## config.mk

```make
export PLATFORM = sky130hd
export DESIGN_NAME = freq_meas_seq
export DESIGN_NICKNAME = d
export VERILOG_FILES = /design/src/rtl/freq_meas_pkg.sv /design/src/rtl/sig_edge_sync.sv /design/src/rtl/freq_meas_seq.sv
export SDC_FILE = /design/constraint.sdc
export NUM_CORES = 1
export LEC_CHECK = 0
export BUFFER_PORTS_ARGS = -buffer_cell sky130_fd_sc_hd__buf_4
export CORE_MARGIN = 2
export CORE_UTILIZATION = 25
export DETAILED_ROUTE_END_ITERATION = 8
export GPL_TIMING_DRIVEN = 1
export SLEW_MARGIN = 20
export SYNTH_ARGS = -nofsm -noshare
export SYNTH_HDL_FRONTEND = slang
export SYNTH_SLANG_ARGS = --single-unit
```

## constraint.sdc

```tcl
create_clock -name sys_clk -period 7.44 [get_ports sys_clk]
set_input_delay 0 -clock sys_clk [delete_from_list [all_inputs] [get_ports sys_clk]]
set_output_delay 0 -clock sys_clk [all_outputs]
set_load 0.005 [all_outputs]
```

## src/rtl/freq_meas_pkg.sv

```systemverilog
// rtl/freq_meas_pkg.sv - shared constants for the frequency/duty measurement sequencer
// Contents: 2-bit state encoding and default counter/gate/watchdog sizes.
package freq_meas_pkg;

    localparam logic [1:0] ST_IDLE = 2'd0;
    localparam logic [1:0] ST_ARM  = 2'd1;
    localparam logic [1:0] ST_GATE = 2'd2;
    localparam logic [1:0] ST_DONE = 2'd3;

    localparam int          DEF_CNT_W          = 32;
    localparam int unsigned DEF_GATE_CYCLES    = 50_000_000;
    localparam int unsigned DEF_TIMEOUT_CYCLES = 100_000_000;

endpackage

```

## src/rtl/sig_edge_sync.sv

```systemverilog
// rtl/sig_edge_sync.sv - multi-flop synchronizer with rising-edge detect
// Ports:
//   clk     in   sampling clock
//   rst     in   synchronous active-high reset
//   sig_in  in   asynchronous input level
//   sig_lvl out  synchronized level (last synchronizer stage)
//   rise    out  one-cycle pulse on a synchronized 0->1 transition
module sig_edge_sync
    import freq_meas_pkg::*;
#(
    parameter int SYNC_STAGES = 2
) (
    input  logic clk,
    input  logic rst,
    input  logic sig_in,
    output logic sig_lvl,
    output logic rise
);

    logic [SYNC_STAGES-1:0] r_sync;
    logic                   r_lvl_d;

    always_ff @(posedge clk) begin
        if (rst) begin
            r_sync  <= '0;
            r_lvl_d <= 1'b0;
        end else begin
            r_sync[0] <= sig_in;
            for (int i = 1; i < SYNC_STAGES; i++) begin
                r_sync[i] <= r_sync[i-1];
            end
            r_lvl_d <= r_sync[SYNC_STAGES-1];
        end
    end

    assign sig_lvl = r_sync[SYNC_STAGES-1];
    assign rise    = r_sync[SYNC_STAGES-1] & ~r_lvl_d;

endmodule

```

## src/rtl/freq_meas_seq.sv

```systemverilog
// rtl/freq_meas_seq.sv - equal-precision gate sequencer for frequency/duty measurement
// Ports:
//   sys_clk, sys_rst            clock and synchronous active-high reset
//   sig_in                      measured square wave (asynchronous)
//   start, abort                measurement request / cancel
//   result_ready                consumer handshake for the result
//   busy, gate_o                activity flag and gate window (followed by PLL-domain counters)
//   result_valid, timeout       result qualifier; timeout=1 means watchdog ended the run
//   ref_cnt, sig_cnt, high_cnt  reference cycles, whole periods, high cycles inside the gate
module freq_meas_seq
    import freq_meas_pkg::*;
#(
    parameter int          CNT_W          = DEF_CNT_W,
    parameter int unsigned GATE_CYCLES    = DEF_GATE_CYCLES,
    parameter int unsigned TIMEOUT_CYCLES = DEF_TIMEOUT_CYCLES,
    parameter int          SYNC_STAGES    = 2
) (
    input  logic             sys_clk,
    input  logic             sys_rst,
    input  logic             sig_in,
    input  logic             start,
    input  logic             abort,
    input  logic             result_ready,
    output logic             busy,
    output logic             gate_o,
    output logic             result_valid,
    output logic             timeout,
    output logic [CNT_W-1:0] ref_cnt,
    output logic [CNT_W-1:0] sig_cnt,
    output logic [CNT_W-1:0] high_cnt
);

    localparam logic [CNT_W-1:0] GATE_LIM = CNT_W'(GATE_CYCLES);
    localparam logic [CNT_W-1:0] WDOG_LIM = CNT_W'(TIMEOUT_CYCLES);

    function automatic logic [CNT_W-1:0] sat_inc(input logic [CNT_W-1:0] v);
        return (&v) ? v : v + CNT_W'(1);
    endfunction

    logic             w_sig_lvl;
    logic             w_rise;
    logic [CNT_W-1:0] w_ref_n;
    logic [CNT_W-1:0] w_sig_n;
    logic [CNT_W-1:0] w_high_n;
    logic [CNT_W-1:0] w_wdog_n;
    logic             w_wdog_hit;
    logic             w_close;

    logic [1:0]       r_state;
    logic [CNT_W-1:0] r_ref_cnt;
    logic [CNT_W-1:0] r_sig_cnt;
    logic [CNT_W-1:0] r_high_cnt;
    logic [CNT_W-1:0] r_wdog;
    logic             r_timeout;

    sig_edge_sync #(
        .SYNC_STAGES (SYNC_STAGES)
    ) u_sync (
        .clk     (sys_clk),
        .rst     (sys_rst),
        .sig_in  (sig_in),
        .sig_lvl (w_sig_lvl),
        .rise    (w_rise)
    );

    assign w_ref_n    = sat_inc(r_ref_cnt);
    assign w_sig_n    = w_rise    ? sat_inc(r_sig_cnt)  : r_sig_cnt;
    assign w_high_n   = w_sig_lvl ? sat_inc(r_high_cnt) : r_high_cnt;
    assign w_wdog_n   = sat_inc(r_wdog);
    assign w_wdog_hit = (w_wdog_n >= WDOG_LIM);
    // The closing cycle is part of the window, so compare the post-increment count.
    assign w_close    = w_rise && (w_ref_n >= GATE_LIM);

    always_ff @(posedge sys_clk) begin
        if (sys_rst) begin
            r_state    <= ST_IDLE;
            r_ref_cnt  <= '0;
            r_sig_cnt  <= '0;
            r_high_cnt <= '0;
            r_wdog     <= '0;
            r_timeout  <= 1'b0;
        end else begin
            case (r_state)
                ST_IDLE: begin
                    if (start) begin
                        r_state    <= ST_ARM;
                        r_ref_cnt  <= '0;
                        r_sig_cnt  <= '0;
                        r_high_cnt <= '0;
                        r_wdog     <= '0;
                        r_timeout  <= 1'b0;
                    end
                end
                ST_ARM, ST_GATE: begin
                    r_wdog <= w_wdog_n;
                    if (abort) begin
                        r_state    <= ST_IDLE;
                        r_ref_cnt  <= '0;
                        r_sig_cnt  <= '0;
                        r_high_cnt <= '0;
                        r_timeout  <= 1'b0;
                    end else if (w_wdog_hit) begin
                        // A timed-out run reports no partial counts.
                        r_state    <= ST_DONE;
                        r_ref_cnt  <= '0;
                        r_sig_cnt  <= '0;
                        r_high_cnt <= '0;
                        r_timeout  <= 1'b1;
                    end else if (r_state == ST_ARM) begin
                        // The opening edge itself is not counted.
                        if (w_rise) begin
                            r_state    <= ST_GATE;
                            r_ref_cnt  <= '0;
                            r_sig_cnt  <= '0;
                            r_high_cnt <= '0;
                        end
                    end else begin
                        r_ref_cnt  <= w_ref_n;
                        r_sig_cnt  <= w_sig_n;
                        r_high_cnt <= w_high_n;
                        if (w_close) begin
                            r_state   <= ST_DONE;
                            r_timeout <= 1'b0;
                        end
                    end
                end
                ST_DONE: begin
                    if (abort || result_ready) begin
                        r_state    <= ST_IDLE;
                        r_ref_cnt  <= '0;
                        r_sig_cnt  <= '0;
                        r_high_cnt <= '0;
                        r_timeout  <= 1'b0;
                    end
                end
                default: begin
                    r_state <= ST_IDLE;
                end
            endcase
        end
    end

    assign busy         = (r_state != ST_IDLE);
    assign gate_o       = (r_state == ST_GATE);
    assign result_valid = (r_state == ST_DONE);
    assign timeout      = r_timeout;
    assign ref_cnt      = r_ref_cnt;
    assign sig_cnt      = r_sig_cnt;
    assign high_cnt     = r_high_cnt;

endmodule
```

# After elaboration in Yosys (flattened, before gate mapping)
# Index checks and enable logic that the tools add are counted.
totals:
  input_bits: 6
  regBits: 134
  word_cells: 82
op_classes:
  bitwise_logic: 2
  reduce_logical: 16
  n_mux: 37
  order_cmp: 2
  add_sub_neg: 4
  n_eq_ne: 13
ops:
  columns: ["op", "count"]
  rows:
  - ["32-bit two-way mux", 18]
  - ["32-bit case mux with 3 select lines", 3]
  - ["32-bit by 1-bit adder with 32-bit output, second input constant", 4]
  - ["32-bit AND reduction", 4]
  - ["32-bit case mux with 2 select lines", 1]
  - ["32-bit by 26-bit greater-or-equal comparator with 1-bit output, second input constant", 1]
  - ["32-bit by 27-bit greater-or-equal comparator with 1-bit output, second input constant", 1]
  - ["5-bit inequality test, second input constant", 4]
  - ["2-bit two-way mux", 7]
  - ["4-bit inequality test, second input constant", 3]
  - ["4-bit AND reduction", 3]
  - ["1-bit two-way mux", 6]
  - ["2-bit case mux with 3 select lines", 1]
  - ["5-bit by 4-bit inequality test with 1-bit output, second input constant", 1]
  - ["5-bit AND reduction", 1]
  - ["2-bit equality test, second input constant", 2]
  - ["2-bit nonzero test", 2]
  - ["1-bit case mux with 3 select lines", 1]
  - ["3-bit AND reduction", 1]
  - ["2-bit by 1-bit equality test with 1-bit output, second input constant", 1]
  - ["2-bit logical NOT", 1]
  - ["2-bit by 1-bit inequality test with 1-bit output, second input constant", 1]
  - ["2-bit inequality test, second input constant", 1]
  - ["2-bit AND reduction", 1]
  - ["other kinds (5)", 5]

# Depth between registers and ports, before layout
# Gate-level depths: netlist of the first run.
logic_depth:
  depth_word: 9
  mapped_depth: 14
  depth_no_buf: 11

# Cells and area by module
# From an unflattened synthesis of the first run, not the netlist that was laid out.
unflattened:
  cells_unflattened: 1057
  hier_area_um2: 8049.0
by_module_without_submodules:
  columns: ["module", "cells_per_inst", "seq_area_each_um2", "n_inst", "area_each_um2"]
  rows:
  - ["freq_meas_seq", 1050, 2622.5, 1, 7961.4]
  - ["sig_edge_sync", 7, 60.1, 1, 87.6]

# Least setup slack after synthesis of the first run
# OpenSTA, ideal clock, no wires.
synth_timing:
  path_kind: "reg2reg"
  from: "reg r_wdog[0]"
  to: "reg r_ref_cnt[11], in the netlist ref_cnt[11]"
  period_less_slack_ns: 4.050
  arrival_ns: 3.979
  stages_incl_launch_ff: 13
  path_slack_ns: 3.390
  path_cell_list: "dfxtp_1 -> ha_1 -> nand4_2 -> or4_1 -> nor4_2 -> mux2_1 -> or4_4 -> nor3b_4 -> nand2_1 -> buf_2 -> a2111oi_4 -> or3b_1 -> a21oi_1"
synth_between:
  elab_chain_len: 6
synth_lines:
  columns: ["element", "line", "text"]
  rows:
  - ["from (decl)", "freq_meas_seq.sv:53", "logic [CNT_W-1:0] r_wdog;"]
  - ["from (signal assigned)", "freq_meas_seq.sv:95", "r_wdog <= w_wdog_n;"]
  - ["32-bit by 1-bit adder with 32-bit output or 32-bit AND reduction (tied branches)", "freq_meas_seq.sv:37", "return (&v) ? v : v + CNT_W'(1);"]
  - ["32-bit two-way mux *", "freq_meas_seq.sv:37", null]
  - ["32-bit by 27-bit greater-or-equal comparator with 1-bit output *", "freq_meas_seq.sv:70", "assign w_wdog_hit = (w_wdog_n >= WDOG_LIM);"]
  - ["32-bit two-way mux", "freq_meas_seq.sv:102", "end else if (w_wdog_hit) begin"]
  - ["32-bit two-way mux", "freq_meas_seq.sv:96", "if (abort) begin"]
  - ["32-bit case mux with 3 select lines", "freq_meas_seq.sv:83", "case (r_state)"]
  - ["to (signal assigned)", "freq_meas_seq.sv:118", "r_ref_cnt <= w_ref_n;"]
  - ["to (decl)", "freq_meas_seq.sv:50", "logic [CNT_W-1:0] r_ref_cnt;"]
# Mark *: on every way between the ends. The rest lies on a longest branch, timed or not.
# A chain may end at the register's enable or synchronous reset.

# Worst setup path after layout of the first run
layout_timing:
  from: "reg r_wdog[0]"
  to: "reg r_high_cnt[18], in the netlist high_cnt[18]"
layout_between:
  elab_chain_len: 6
layout_lines:
  columns: ["element", "line", "text"]
  rows:
  - ["32-bit by 1-bit adder with 32-bit output or 32-bit AND reduction (tied branches)", "freq_meas_seq.sv:37", null]
  - ["32-bit two-way mux *", "freq_meas_seq.sv:37", null]
  - ["32-bit by 27-bit greater-or-equal comparator with 1-bit output *", "freq_meas_seq.sv:70", null]
  - ["32-bit two-way mux", "freq_meas_seq.sv:102", null]
  - ["32-bit two-way mux", "freq_meas_seq.sv:96", null]
  - ["32-bit case mux with 3 select lines", "freq_meas_seq.sv:83", null]
  - ["to (signal assigned)", "freq_meas_seq.sv:120", "r_high_cnt <= w_high_n;"]
  - ["to (decl)", "freq_meas_seq.sv:52", "logic [CNT_W-1:0] r_high_cnt;"]
# Marks and branches as above.

==> results.md, run 1 <==
* I/O pin total at roughly 110
* CP Launch Type: flip-flop
* Maximum vdd drop at 0.120 mV
* Fmax at between 150 and 200 MHz
* Initial Utilization at around 25%
* GPL Wtd Cong at just under 0.9
* Number of global-route vias before repair at between 8000 and 9000
* Worst path max stage delay at 0.71 ns
* WHS at ~0.020 ns
* Drc violations at 0
* Max Clock Skew at 0.00980 ns
* Row count at 68
* Ys async rst share at 0%
* Final setup viols at 0
* Avg WL per Cell at approximately 17 um
* Post-DP HPWL at around 19000 um
* Layout net count at 1208
* TritonCTS Buffers at 17
* Largest cells by area after synthesis: dfxtp_1 31%, a21oi_1 4.8%, a211oi_1 4.3%, nand2_1 4.3%, nor2_1 4.0%
* Placed Area at between 0.009 and 0.01 mm^2
* Post-synthesis cell type count at 85
* Endpoints failing hold at 0
* Period minus WS final at around 5.5 ns
* Initial antenna violation count at 0
* Routed via count at between 9000 and 10000
* R2R depth at 11
* Most frequent cells in the layout: 134 x dfxtp_1, 116 x buf_4, 98 x nand2_1, 91 x nor2_1, 83 x a21oi_1
* Final Cycle Share at 73.7%
* Worst Max-Slew Pin Slew at around 1.1 ns
* Most common cell after layout, fill and taps aside: dfxtp_1
* RSZ-0062 raised after global routing: false
* Clk buf depth at 2
* Crit-path slowest cell: or3_1
* Clk_lat worst skew at 0.44 ns
* Die Wd at between 150 and 200 um
* Vias per cell at roughly 5.6
* Ys Warns at 0
* Total track usage at between 10% and 20%
* CTS tree: built
* Setup bufs post-CTS at 0
* Post-synthesis sequential area ratio at 31.0%
* Critical Path RT at slightly below 8 ns
* Clock root buffer: clkbuf_16
* Final WL at 28200 um
* Critical path, cell by cell: ha_1 -> nand4_2 -> or4_1 -> nor4_2 -> mux2_1 -> or4_4 -> nor3b_4 -> nand2_2 -> a21o_1 -> or3_1 -> o41ai_1
* Mapped Cells at 1141
* Placed cell count at approximately 1600
* Area of the multi-input gates at ~0.0055 mm^2
* Num Clock Sinks at between 100 and 150
* Flops & latches, synth at roughly 130
* Largest net degree at the start of global routing at 87
* Worst hold stages at 4
* Worst-path fanout max at between 40 and 50
* Number of enable flip-flop cells after synthesis at 0
* Share of cells above drive strength 1 at 14.7%
* Setup TNS at 0 ns
* HP Class: in2reg
* CP Data Arrival Time at ~5.8 ns
* Fillers at ~3600
* Leak pwr at between 3 and 4 nW
* Max-cap check violation count at 0
* Post-synth top area cell: dfxtp_1
* Fin area at ~0.010 mm^2
* First-pass GRT wire length at between 40000 and 50000 um
* Hold Path Sink: timeout
* FF-to-FF End: high_cnt[18]
* Yosys top cell area share at between 30% and 40%
* Worst rel slew slack at 25.8%
* Avg Cell Area, Syn at 7.58 um^2
* Height of the die at between 150 and 200 um
* Initial DRT Pass Iterations at 5
* H-tree levels at 4
* Sequential cell area at about 0.0027 mm^2
* Fin cells at between 1500 and 2000
* Outcome: finished clean
* Cell Pwr Density at 213 mW/mm^2
* Total gr overflow at 0
* Setup crit end kind: flip-flop
* DR iter-0 viols at about 850
* Worst R2R Start: r_wdog[0]
* Hold Path Origin: abort
* Core area at around 0.034 mm^2
* Worst-path clk slew at approximately 0.070 ns
* R2r setup slk at 1.95 ns
* Max Slew Vio Count at 0
* Die area at 0.0361 mm^2
* Post-route ant nets at 0
* Ys flop type: dfxtp_1
* Crit path kind: reg2reg
* Synthesized area at ~0.0086 mm^2
* # port buffers at approximately 110
* P&R area growth vs syn at 19.5%
* Syn nets at about 1200
[layer usage]
metal / vias up / track usage [%] / wire, um
met5: - / 0 / 0
met2: 315 / 24.3 / 13000
li1: 4463 / - / -
met1: 4438 / 20.5 / 12600
met3: 40 / 3.49 / 2040
met4: 0 / 4.98 / 510
[through the flow]
| stage | setup WS (ns) | utilization (%) | total power [mW] |
|---|---|---|---|
| floorplan | 3.39 | - | 1.19 |
| global placement | 2.08 | 28.4 | 1.38 |
| CTS | 1.95 | 30.1 | 2.21 |
| global route | 1.64 | 30.1 | 2.32 |
| finish | 1.95 | 30.1 | 2.20 |
| detailed placement | 1.98 | 28.4 | 1.38 |
[registers in the layout (all words and copies together) (netlist names)]
name / flops
ref_cnt: 32
u_sync.r_lvl_d: 1
u_sync.r_sync: 2
timeout: 1
high_cnt: 32
sig_cnt: 32
r_wdog: 32
r_state: 2
[critical path: cells and delay by family (launching register included)]
| kind | cells | cell delay [ns] |
|---|---|---|
| compound gates | 2 | 0.98 |
| fa+ha+maj | 1 | 0.23 |
| flops | 1 | 0.41 |
| mux | 1 | 0.36 |
| simple gates | 7 | 3.40 |
[layout make-up]
cell class	count	share of cell area (%)
Sequential cell	134	26.0
Timing Repair Buffer	117	8.52
Clock inverter	14	1.25
Tap cell	455	5.51
Antenna cell	1	0.0242
Clock buffer	18	4.15
Inverter	26	0.944
Multi-Input combinational cell	896	53.6
[Yosys cell counts (19+ instances only)]
master    instances
nor3_1           40
a31oi_1          22
a21oi_1          83
nor2_1           91
clkbuf_1         61
xnor2_1          19
a211oi_1         50
nand2_1          99
dfxtp_1         134
o211ai_1         34
nand4_1          32
and3_1           41
o21ai_0          61
o31ai_1          23
nand3_1          58
or3_1            37
inv_1            25
[where the power goes]
group / total [mW] / internal (mW) / leakage [nW] / switching (mW)
combinational: 0.629 / 0.177 / 1.98 / 0.452
clock: 0.828 / 0.462 / 0.267 / 0.365
sequential: 0.748 / 0.730 / 1.08 / 0.0176
total: 2.20 / 1.37 / 3.32 / 0.835
[how the worst max path moves through the flow]
stage,from,end,slack (ns),cells after the start
final,r_wdog[0],high_cnt[18],1.95,11
after global routing,r_wdog[1],high_cnt[18],1.64,11
after CTS,r_wdog[0],high_cnt[14],1.95,11
after detailed placement,r_wdog[0],high_cnt[14],1.98,11
after global placement,r_wdog[0],high_cnt[16],2.08,11
after floorplan,r_wdog[0],ref_cnt[11],3.39,12
[repair_timing]
item,in CTS,in global routing
gates resized for setup,0,0
hold buffers,1,0
endpoints found under the hold margin,1,0
[cells by family after synthesis]
family	Yosys count	synth area share (%)
muxes	3	0.362
and+or+nand+nor	501	31.6
buffers and inverters	111	5.28
adders and majority gates	10	1.45
xor gates and xnor gates	22	2.23
DFF	134	31.0
AOI/OAI and AO/OA	360	28.0
Power figures use the tool's default switching activity.
==> run 2, diff against run 1 <==
- clock period: 7.44 -> 5.1 ns (I/O delays scaled with it)
==> run 2 against run 1 <==
  * Die area did not move
  * Routed wire length increased by 0.65%
  * Clock-buffer cell count unchanged
  * Sequential share of layout area fell by 0.10 points
  * Highest routed layer unchanged
  * Global-route usage up 0.096 points
  * Cell count rose by 0.60%
  * Largest power group unchanged
  * Sequential power grew 46%
==> results.md, run 2 (synthesis gave the netlist of run 1 again) <==
* Hold Path Sink: r_wdog[26]
* Die area at 0.0361 mm^2
* Final setup viols at 0
* R2R depth at 11
* Avg WL per Cell at between 15 and 20 um
* Worst rel slew slack at 30.2%
* Height of the die at between 150 and 200 um
* Largest net degree at the start of global routing at 48
* P&R area growth vs syn at 20.0%
* Routed via count at between 9000 and 10000
* DR iter-0 viols at 629
* Post-route ant nets at 0
* Critical Path RT at 5.42 ns
* # port buffers at between 100 and 150
* CP Data Arrival Time at ~5 ns
* Fmax at about 210 MHz
* Crit-path slowest cell: or3_1
* Setup crit end kind: flip-flop
* CP Launch Type: flip-flop
* Worst hold stages at 2
* Hold Path Origin: sys_rst
* H-tree levels at 4
* Max-cap check violation count at 0
* FF-to-FF End: high_cnt[14]
* Final Power at 3.16 mW
* Outcome: finished clean
* Fillers at roughly 3700
* Post-DP HPWL at between 15000 and 20000 um
* Most common cell after layout, fill and taps aside: dfxtp_1
* Clk buf depth at 2
* Initial Utilization at 25.2%
* Initial antenna violation count at 0
* Total track usage at roughly 15%
* Num Clock Sinks at between 100 and 150
* HP Class: in2reg
* Die Wd at 190 um
* Cell Pwr Density at 305 mW/mm^2
* Worst path max stage delay at 0.71 ns
* Row count at between 60 and 70
* Core area at 0.0343 mm^2
* Critical path, cell by cell: ha_1 -> nand4_2 -> or4_1 -> nor4_2 -> mux2_1 -> or4_4 -> nor3b_4 -> nand3_2 -> a21o_1 -> or3_1 -> o41ai_1
* TritonCTS Buffers at 17
* Worst-path clk slew at 0.06 ns
* Maximum vdd drop at about 0.22 mV
* WHS at 0.0273 ns
* Worst Max-Slew Pin Slew at roughly 1.0 ns
* Vias per cell at roughly 5.5
* DP Worst Slack at 0.334 ns
* Max Slew Vio Count at 0
* Total gr overflow at 0
* RSZ-0062 raised after global routing: false
* Most frequent cells in the layout: 134 x dfxtp_1, 127 x buf_4, 98 x nand2_1, 91 x nor2_1, 83 x a21oi_1
* CTS tree: built
* Endpoints failing hold at 0
* Final Cycle Share at a little over nine tenths
* Setup TNS at 0 ns
* GPL Wtd Cong at 0.914
* Clock root buffer: clkbuf_16
* Max Clock Skew at approximately 0.011 ns
* Final WL at roughly 28000 um
* Clk_lat worst skew at around 0.43 ns
* Setup WS post-layout at 0.305 ns
* Layout net count at between 1000 and 1500
* Worst-path fanout max at 16
* Crit path kind: reg2reg
* Share of cells above drive strength 1 at between 15 and 20%
* Leak pwr at approximately 3.4 nW
* Post-cts sizing count at 0
* R2r setup slk at roughly 0.30 ns
* Period minus WS final at approximately 4.8 ns
* Initial DRT Pass Iterations at 5
* ANT cells at 0
* Drc violations at 0
* First-pass GRT wire length at around 45000 um
* I/O pin total at roughly 110
* Number of global-route vias before repair at 8571
* Worst R2R Start: r_wdog[0]
==> run 2: cell type report <==
type	instances	area [um^2]	share of cell area (%)
inverters	26	97.6	0.941
multi-input cells	896	5520	53.2
flip-flops and latches	134	2680	25.9
well taps	455	569	5.49
repair buffers	128	963	9.29
clock buffers	18	439	4.23
clock inverters	14	101	0.977
==> run 2: how the worst max path moves through the flow <==
stage                    from           end  slack, ns  depth (start not counted)
detailed placement  r_wdog[0]  high_cnt[14]       0.33                         11
global placement    r_wdog[0]  high_cnt[16]       0.41                         11
global route        r_wdog[0]  high_cnt[14]       0.02                         11
finish              r_wdog[0]  high_cnt[14]       0.30                         11
floorplan           r_wdog[0]   ref_cnt[11]       1.05                         12
CTS                 r_wdog[0]  high_cnt[14]       0.32                         11
==> run 2: where the power goes <==
group | switching (mW) | internal, mW
clock network | 0.508 | 0.635
logic | 0.654 | 0.273
registers | 0.0258 | 1.07
total | 1.19 | 1.97
==> run 2: metal layers <==
| metal | part of all wire [%] | global-route usage, % | up-vias |
|---|---|---|---|
| met4 | 1.7 | 4.83 | 0 |
| met2 | 47 | 24.8 | 249 |
| li1 | - | - | 4465 |
| met3 | 5.4 | 3.36 | 32 |
| met5 | 0 | 0 | - |
| met1 | 46 | 20.4 | 4476 |
==> run 2: timing repair <==
| item | 4_1_cts | 5_1_grt |
|---|---|---|
| setup endpoints to repair | 0 | 0 |
| endpoints found under the hold margin | 1 | 0 |
| hold buffers | 1 | 0 |
| buffers inserted | 0 | 0 |
==> run 2: stage by stage <==
step,utilization [%],cells,cell area (um^2)
floorplan,-,1141,8650
global placement,28.6,1638,9820
detailed placement,28.6,1638,9820
CTS,30.3,1671,10400
global route,30.3,1671,10400
finish,30.3,1671,10400
==> run 2: worst max-delay path: cells and delay by family, from the launching register on <==
family | cells | cell delay (ns)
simple gates | 7 | 2.92
compound gates | 2 | 0.76
flops | 1 | 0.41
mux | 1 | 0.36
fa+ha+maj | 1 | 0.22
==> run 3, diff against run 2 <==
- clock period: 5.1 -> 5.7 ns (I/O delays scaled with it)
==> run 3 against run 2 <==
  * Setup slack improved by 0.58 ns
  * Non-clock buffer count fell by 4
  * Clock skew rose by 0.0038 ns
  * Combinational power fell by 11%
  * Cell area barely moved
  * Die area did not move
  * Clock-buffer cell count rose by 1
  * Hold slack improved by 0.076 ns
  * Via count barely moved
  * Core utilization barely moved
  * Clock power fell by 4%
  * Critical path type unchanged
  * Largest power group unchanged
==> results.md, run 3 (synthesis gave the netlist of run 1 again) <==
* Outcome: finished clean
* Avg WL per Cell at roughly 17 um
* HP Class: in2reg
* CP Launch Type: flip-flop
* RSZ-0062 raised after global routing: false
* Worst R2R Start: r_wdog[0]
* Initial DRT Pass Iterations at 5
* CP startpoint: r_wdog[0]
* Max Clock Skew at ~0.015 ns
* Final WL at around 28000 um
* Most frequent cells in the layout: 134 x dfxtp_1, 122 x buf_4, 98 x nand2_1, 91 x nor2_1, 83 x a21oi_1
* Leak pwr at roughly 3.4 nW
* H-tree levels at 4
* Crit path kind: reg2reg
* Cell Pwr Density at between 200 and 300 mW/mm^2
* First-pass GRT wire length at 45600 um
* ANT cells at 0
* Layout net count at 1215
* Vias per cell at approximately 5.5
* Endpoints failing hold at 0
* Worst Max-Slew Pin Slew at ~1.1 ns
* Clk buf depth at 2
* Setup bufs post-CTS at 0
* Fillers at between 3000 and 4000
* Largest net degree at the start of global routing at 88
* FF-to-FF End: high_cnt[18]
* Core area at 0.0343 mm^2
* P&R area growth vs syn at 20.0%
* Worst rel slew slack at 26.7%
* Placed cell count at around 1600
* Row count at slightly below 70
* Drc violations at 0
* Initial antenna violation count at 0
* Total track usage at between 10% and 20%
* Max Slew Vio Count at 0
* Clk_lat worst skew at 0.43 ns
* CP Data Arrival Time at around 5 ns
* Final Cycle Share at 84.6%
* Die area at 0.0361 mm^2
* Height of the die at ~190 um
* Die Wd at 190 um
* Post-cts sizing count at 0
* Num Clock Sinks at around 130
* Period minus WS final at just under 5 ns
* DR iter-0 viols at between 700 and 800
* Initial Utilization at about 25%
* End point of the critical path: high_cnt[18]
* R2R depth at 11
* Worst-path clk slew at 0.06 ns
* Worst-path fanout max at 16
* Total gr overflow at 0
* I/O pin total at approximately 110
* CTS tree: built
* Post-CTS Hold Fix Bufs at 2
* Max-cap check violation count at 0
* GPL Wtd Cong at 0.878
* R2r setup slk at a little under 0.9 ns
* Number of global-route vias before repair at between 8000 and 9000
* Fin cells at 1666
* Setup crit end kind: flip-flop
* Share of cells above drive strength 1 at between 10% and 20%
* Maximum vdd drop at between 0.2 and 0.25 mV
* Clock root buffer: clkbuf_16
* Post-DP HPWL at between 15000 and 20000 um
* Most common cell after layout, fill and taps aside: dfxtp_1
* Post-route ant nets at 0
* Worst hold stages at 4
* Fmax at between 200 and 250 MHz
* Final Power at 2.89 mW
* Critical Path RT at approximately 6 ns
* # port buffers at between 100 and 150
* TritonCTS Buffers at 17
* Final setup viols at 0
* Routed via count at approximately 9000
* Setup TNS at 0 ns
[run 3: metal layers]
layer | track usage, % | vias up | part of all wire (%)
met4 | 5.81 | 0 | 2.1
li1 | - | 4474 | -
met5 | 0 | - | 0
met2 | 25.1 | 282 | 47
met1 | 20.0 | 4425 | 44
met3 | 3.06 | 46 | 6.4
[run 3: through the flow]
| stage | setup slack, ns | instance area, um^2 | utilization [%] | hold WS, ns |
|---|---|---|---|---|
| 6_report | 0.880 | 10400 | 30.3 | 0.104 |
| 5_1_grt | 0.581 | 10400 | 30.3 | 0.156 |
| 4_1_cts | 0.898 | 10400 | 30.2 | 0.0984 |
| 2_1_floorplan | 1.65 | 8650 | - | 0.128 |
| 3_3_place_gp | 1.07 | 9790 | 28.5 | 0.236 |
| 3_5_place_dp | 0.928 | 9790 | 28.5 | 0.246 |
[run 3: how the worst min path moves through the flow]
stage | slack, ns | start | to
3_5_place_dp | 0.25 | sig_in | u_sync.r_sync[0]
2_1_floorplan | 0.13 | sig_in | u_sync.r_sync[0]
3_3_place_gp | 0.24 | sig_in | u_sync.r_sync[0]
6_report | 0.10 | start | r_wdog[1]
4_1_cts | 0.1 | start | r_wdog[1]
5_1_grt | 0.16 | start | r_wdog[1]
[run 3: critical path, cell delays in order (launching register included)]
cell     delay [ns]
dfxtp_1        0.41
ha_1           0.23
nand4_2        0.21
or4_1          0.59
nor4_2         0.37
mux2_1         0.37
or4_4          0.53
nor3b_4        0.35
nand3_2        0.13
a21o_1         0.39
or3_1          0.71
o41ai_1        0.41
[run 3: layout make-up]
class | count | area (um^2) | share of cell area (%)
well taps | 455 | 569 | 5.49
repair buffers | 124 | 936 | 9.02
flip-flops and latches | 134 | 2680 | 25.9
clock inverters | 12 | 133 | 1.28
inverters | 26 | 97.6 | 0.941
multi-input cells | 896 | 5530 | 53.2
clock buffers | 19 | 433 | 4.17
[run 3: power by group]
| group | internal (mW) | leakage, nW | switching, mW |
|---|---|---|---|
| Sequential | 0.953 | 1.08 | 0.0221 |
| Clock | 0.641 | 0.269 | 0.449 |
| Combinational | 0.238 | 2.01 | 0.585 |
| Total | 1.83 | 3.36 | 1.06 |
